<file path="src/rtl/alu_pkg.sv">
// Opcode and state definitions shared by mc_alu and its serial shift unit.
package alu_pkg;

    localparam int OPCODE_W = 4;

    typedef enum logic [OPCODE_W-1:0] {
        OP_FWD = 4'd0,
        OP_ADD = 4'd1,
        OP_AND = 4'd2,
        OP_OR  = 4'd3,
        OP_SUB = 4'd4,
        OP_ROR = 4'd5,
        OP_SLL = 4'd6,
        OP_SRL = 4'd7,
        OP_SRA = 4'd8,
        OP_MUL = 4'd9
    } alu_op_t;

    typedef enum logic [1:0] {
        ST_IDLE = 2'd0,
        ST_EXEC = 2'd1,
        ST_FIN  = 2'd2
    } alu_state_t;

    // Opcodes are carried as raw 4-bit codes so that undefined values 10-15 stay representable.
    function automatic logic is_shift(input logic [OPCODE_W-1:0] op);
        return (op == OP_ROR) || (op == OP_SLL) || (op == OP_SRL) || (op == OP_SRA);
    endfunction

endpackage

</file>
<file path="src/rtl/mc_alu_shift.sv">
// Serial shift unit for mc_alu: moves one bit position per cycle for ROR/SLL/SRL/SRA
// and tracks how many positions remain.
module mc_alu_shift import alu_pkg::*; #(
    parameter int WIDTH   = 8,
    parameter int SHAMT_W = $clog2(WIDTH)
) (
    input  logic                clk,
    input  logic                rst_n,
    input  logic                load,
    input  logic                step,
    input  logic [OPCODE_W-1:0] op,
    input  logic [WIDTH-1:0]    data,
    input  logic [SHAMT_W-1:0]  shamt,
    output logic [WIDTH-1:0]    value,
    output logic                last
);

    logic [WIDTH-1:0]   value_reg;
    logic [WIDTH-1:0]   value_next;
    logic [SHAMT_W-1:0] count_reg;

    always_comb begin
        value_next = value_reg;
        case (op)
            OP_ROR:  value_next = {value_reg[0], value_reg[WIDTH-1:1]};
            OP_SLL:  value_next = {value_reg[WIDTH-2:0], 1'b0};
            OP_SRL:  value_next = {1'b0, value_reg[WIDTH-1:1]};
            OP_SRA:  value_next = {value_reg[WIDTH-1], value_reg[WIDTH-1:1]};
            default: value_next = value_reg;
        endcase
    end

    always_ff @(posedge clk or negedge rst_n) begin
        if (!rst_n) begin
            value_reg <= '0;
            count_reg <= '0;
        end else if (load) begin
            value_reg <= data;
            count_reg <= shamt;
        end else if (step && (count_reg != '0)) begin
            value_reg <= value_next;
            count_reg <= count_reg - SHAMT_W'(1);
        end
    end

    assign value = value_reg;
    assign last  = (count_reg == '0);

endmodule

</file>
<file path="src/rtl/mc_alu.sv">
// Multi-cycle ALU: IDLE/EXEC/FIN control, single-cycle ops, serial shifts and shift-add multiply.
// Define MC_ALU_MUL_EN to build the opcode-9 multiplier; otherwise opcode 9 behaves as undefined.
module mc_alu import alu_pkg::*; #(
    parameter int WIDTH   = 8,
    parameter int SHAMT_W = $clog2(WIDTH)
) (
    input  logic                CLK,
    input  logic                RESET,
    input  logic                START,
    input  logic [OPCODE_W-1:0] SELECT,
    input  logic [WIDTH-1:0]    DATA1,
    input  logic [WIDTH-1:0]    DATA2,
    output logic [WIDTH-1:0]    RESULT,
    output logic                ZERO,
    output logic                BUSY,
    output logic                DONE
);

    alu_state_t          state_reg;
    logic [OPCODE_W-1:0] op_reg;
    logic [WIDTH-1:0]    a_reg;
    logic [WIDTH-1:0]    b_reg;
    logic [WIDTH-1:0]    result_reg;
    logic                zero_reg;
    logic                busy_reg;
    logic                done_reg;

    logic                accept;
    logic [WIDTH-1:0]    shift_value;
    logic                shift_last;
    logic [WIDTH-1:0]    single_value;
    logic                exec_done;
    logic [WIDTH-1:0]    exec_value;

`ifdef MC_ALU_MUL_EN
    localparam logic [SHAMT_W:0] MUL_ITERS = (SHAMT_W + 1)'(WIDTH);
    logic [SHAMT_W:0] mul_count_reg;
    logic [WIDTH-1:0] mul_acc_reg;
`endif

    // BUSY is low exactly in IDLE and FIN, the two states that may take a new request.
    assign accept = START && !busy_reg;

    mc_alu_shift #(
        .WIDTH   (WIDTH),
        .SHAMT_W (SHAMT_W)
    ) u_shift (
        .clk   (CLK),
        .rst_n (RESET),
        .load  (accept),
        .step  (state_reg == ST_EXEC),
        .op    (op_reg),
        .data  (DATA1),
        .shamt (DATA2[SHAMT_W-1:0]),
        .value (shift_value),
        .last  (shift_last)
    );

    always_comb begin
        single_value = '0;
        case (op_reg)
            OP_FWD:  single_value = b_reg;
            OP_ADD:  single_value = a_reg + b_reg;
            OP_AND:  single_value = a_reg & b_reg;
            OP_OR:   single_value = a_reg | b_reg;
            OP_SUB:  single_value = a_reg - b_reg;
            default: single_value = '0;
        endcase
    end

    always_comb begin
        exec_done  = 1'b1;
        exec_value = single_value;
        if (is_shift(op_reg)) begin
            exec_done  = shift_last;
            exec_value = shift_value;
        end
`ifdef MC_ALU_MUL_EN
        else if (op_reg == OP_MUL) begin
            exec_done  = (mul_count_reg == '0);
            exec_value = mul_acc_reg;
        end
`endif
    end

    always_ff @(posedge CLK or negedge RESET) begin
        if (!RESET) begin
            state_reg     <= ST_IDLE;
            op_reg        <= '0;
            a_reg         <= '0;
            b_reg         <= '0;
            result_reg    <= '0;
            zero_reg      <= 1'b0;
            busy_reg      <= 1'b0;
            done_reg      <= 1'b0;
`ifdef MC_ALU_MUL_EN
            mul_count_reg <= '0;
            mul_acc_reg   <= '0;
`endif
        end else begin
            done_reg <= 1'b0;
            case (state_reg)
                ST_IDLE, ST_FIN: begin
                    if (START) begin
                        state_reg     <= ST_EXEC;
                        busy_reg      <= 1'b1;
                        op_reg        <= SELECT;
                        a_reg         <= DATA1;
                        b_reg         <= DATA2;
`ifdef MC_ALU_MUL_EN
                        mul_count_reg <= MUL_ITERS;
                        mul_acc_reg   <= '0;
`endif
                    end else begin
                        state_reg <= ST_IDLE;
                    end
                end
                ST_EXEC: begin
                    if (exec_done) begin
                        state_reg  <= ST_FIN;
                        busy_reg   <= 1'b0;
                        done_reg   <= 1'b1;
                        result_reg <= exec_value;
                        zero_reg   <= (exec_value == '0);
                    end
`ifdef MC_ALU_MUL_EN
                    // One shift-add step per cycle; the operand registers are consumed in place.
                    else if (op_reg == OP_MUL) begin
                        if (b_reg[0]) begin
                            mul_acc_reg <= mul_acc_reg + a_reg;
                        end
                        a_reg         <= a_reg << 1;
                        b_reg         <= b_reg >> 1;
                        mul_count_reg <= mul_count_reg - (SHAMT_W + 1)'(1);
                    end
`endif
                end
                default: state_reg <= ST_IDLE;
            endcase
        end
    end

    assign RESULT = result_reg;
    assign ZERO   = zero_reg;
    assign BUSY   = busy_reg;
    assign DONE   = done_reg;

endmodule
</file>
<file path="config.mk">
export PLATFORM = sky130hd
export DESIGN_NAME = mc_alu
export DESIGN_NICKNAME = d
export VERILOG_FILES = /design/src/rtl/alu_pkg.sv /design/src/rtl/mc_alu_shift.sv /design/src/rtl/mc_alu.sv
export SDC_FILE = /design/constraint.sdc
export NUM_CORES = 1
export LEC_CHECK = 0
export CAP_MARGIN = 40
export CORE_MARGIN = 3
export CORE_UTILIZATION = 28
export DETAILED_ROUTE_END_ITERATION = 10
export HOLD_SLACK_MARGIN = 0.02
export MAX_ROUTING_LAYER = met4
export SLEW_MARGIN = 10
export SYNTH_ARGS = -nofsm -noshare
export SYNTH_HDL_FRONTEND = slang
export SYNTH_SLANG_ARGS = --single-unit
</file>
<file path="constraint.sdc">
create_clock -name CLK -period 2.78 [get_ports CLK]
set_input_delay 0.556 -clock CLK [delete_from_list [all_inputs] [get_ports CLK]]
set_output_delay 0.556 -clock CLK [all_outputs]
set_load 0.005 [all_outputs]
</file>
==> impl_metrics.py <==
metrics = {
    "global_routing": {
        "grt_max_degree": 30,
        "first_global_vias": 2150,
        "grt_use_total_pct": 13.6,
        "antenna_found_initial": 0,
        "grt_pass1_wl_um": 10900,
        "grt.overflow.total": 0,
    },
    "timing": {
        "fin_crit_sh_pct": 98.0,
        "rsz0062_at_grt": "true",
        "hold_viol_final": 0,
        "fmax_mhz": 367,
        "drv_slew": 0,
        "period_needed_ps": 2730,
        "relSlewSlack_pct": 38.6,
        "fin_hold_ws_ps": 178,
        "tightest_slew_ps": 914,
        "skew_ps": 3.89,
        "final-setup-viol-count": 0,
        "fin_setup_tns_ps": 0,
    },
    "floorplanning": {
        "pin_count": 34,
        "die_area_um2": 10700,
        "floorplan.initialDensity_pct": 29.5,
        "coreArea_um2": 8980,
        "rows": 34,
        "die_y_um": 103,
        "die_w_um": 103,
    },
    "clocking": {
        "cts_tree": "built",
        "clk_pin_slew_ps": 90,
        "cts_htree_levels": 2,
        "cts_buffers": 5,
        "clock_latency_ps": 300,
        "holdBufCountCts": 0,
        "cts.sinks": 44,
        "cts_buffer_depth": 2,
        "clockRootBuffer": "clkbuf_8",
    },
    "detailed_routing": {
        "wl_per_cell_um": 14.4,
        "drc": 0,
        "drt-initial-drc-count": 152,
        "drt-total-wl_um": 6760,
        "ant_nets": 0,
        "dr_total_vias": 2288,
        "drt_first_pass_iters": 4,
        "viasPerCell": 4.88,
    },
    "yosys": {
        "synth_nets": 331,
        "synth_ff_type": "dfrtp_1",
        "ys_ff_latch": 44,
        "synth_edf_count": 0,
        "syn_inst": 295,
        "syn_avg_cell_area_um2": 8.98,
        "async_flop_share_pct": 100,
        "seq_area_frac_synth_pct": 41.5,
        "syn_area_um2": 2650,
        "yosysUniqueCellTypes": 44,
        "synth-warning-count": 0,
    },
    "critical_path": {
        "worstSetupStartpointType": "flip-flop",
        "reg2regPathDepth": 11,
        "crit_required_ps": 3030,
        "cp-end-kind": "flip-flop",
        "r2r-start": "op_reg[3]$_DFFE_PN0P_",
        "crit_type": "reg2reg",
        "cp.arrival_ps": 2970,
        "rr_endpoint": "ZERO$_DFFE_PN0P_",
        "timing.reg2reg.setup_slack_ps": 50,
        "path_max_fanout": 2,
    },
    "placement": {
        "port_buffers": 33,
        "placed_cells": 458,
        "hpwlAfterDp_um": 5270,
        "gp_congestion": 0.826,
    },
    "final_layout": {
        "num_antenna_cells": 0,
        "area_delta_synth_final_pct": 28.9,
        "fin_cells": 469,
        "drive_above_1_share_pct": 18.7,
        "final_common_cell": "dfrtp_1",
        "fin_nets": 378,
        "final_cell_mix": "dfrtp_1 (44), nand2_1 (39), o21ai_0 (34)",
    },
    "pwr": {
        "finalPower_mw": 4.01,
        "ir_drop_mv": 0.380,
        "power.density_nw_per_um2": 1180,
        "leakage_nw": 1.43,
    },
    "hold_path": {
        "hp-class": "in2async",
    },
    "status": {
        "status": "finished, final reports clean",
    },
    "flow_run": {
        "cap_violations": 0,
    },
}
worst max-delay path, cell delays in order, from the launching register on:
cell	delay [ps]
dfrtp_1	390
nand2b_4	150
nor3_4	180
mux2_4	340
fa_2	540
nor3b_1	50
a31oi_1	140
o32a_1	150
nor2_1	40
a2111o_1	410
nor3_2	120
a32o_1	170
cell families (layout without fill, tap and decap cells):
logic type / after synthesis / after routing / synth area share (%)
xor gates and xnor gates: 15 / 15 / 5.24
muxes: 16 / 16 / 6.70
and+or+nand+nor: 91 / 91 / 15.8
AOI/OAI and AO/OA: 86 / 86 / 19.3
DFF: 44 / 44 / 41.5
adders and majority gates: 13 / 13 / 6.42
buffers and inverters: 30 / 78 / 5.00
routing by layer:
layer / global-route usage, % / up-vias / routed length [um]
li1: - / 1127 / -
met1: 18.4 / 1091 / 3300
met2: 21.1 / 63 / 3140
met3: 2.48 / 7 / 237
met4: 3.49 / 0 / 84
met5: - / - / 0
through the flow:
stage	area [um2]	utilization, %	setup WS [ps]
2_1_floorplan	2670	-	5.47
3_3_place_gp	3200	35.7	-98.4
3_5_place_dp	3220	35.9	-162
4_1_cts	3350	37.3	12.4
5_1_grt	3420	38.1	-99.4
6_report	3420	38.1	54.6
cells in the mapped netlist, drive strengths merged (2+ instances only):
cell     n  area share (%)
a221oi   5             1.7
a31oi    7             1.7
clkbuf   6            0.85
nor2b    4            0.94
dfrtp   44              42
nand3    3            0.57
a21o     2            0.61
xor2     3            0.99
inv     17             2.4
a21oi   26             4.9
mux2i    2            0.76
nor3    11             2.5
buf      7             1.7
mux2    14             5.9
nor2    22             3.1
ha      12             5.7
xnor2   12             4.2
nor3b    2            0.57
nand2   40             5.8
o21a     2            0.57
nand2b   6             1.5
o21ai   35             6.8
power by group:
part / switching, mW / internal, mW / total (mW)
combinational: 1.23 / 1.15 / 2.38
clock: 0.241 / 0.271 / 0.512
sequential: 0.232 / 0.892 / 1.12
worst max path at each step:
stage	start	endpoint	cells past startpoint
floorplan	op_reg[2]$_DFFE_PN0P_	ZERO$_DFFE_PN0P_	13
detailed placement	op_reg[3]$_DFFE_PN0P_	ZERO$_DFFE_PN0P_	12
global route	op_reg[3]$_DFFE_PN0P_	ZERO$_DFFE_PN0P_	14
CTS	op_reg[3]$_DFFE_PN0P_	ZERO$_DFFE_PN0P_	12
finish	op_reg[3]$_DFFE_PN0P_	ZERO$_DFFE_PN0P_	11
global placement	op_reg[3]$_DFFE_PN0P_	ZERO$_DFFE_PN0P_	12
cell type report:
| cell class | instances | area [um2] |
|---|---|---|
| Fill cell | 950 | 5560 |
| Multi-Input combinational cell | 221 | 1490 |
| Sequential cell | 44 | 1100 |
| Timing Repair Buffer | 53 | 488 |
| Tap cell | 126 | 158 |
| Clock buffer | 5 | 68.8 |
| Inverter | 17 | 63.8 |
| Clock inverter | 3 | 46.3 |
what timing repair did:
item | CTS | global route
pin swaps | 3 | 2
setup buffers | 0 | 3
setup endpoints to repair | 2 | 4
gates resized for setup | 2 | 10
cloned | 0 | 0
Power figures use the tool's default switching activity.
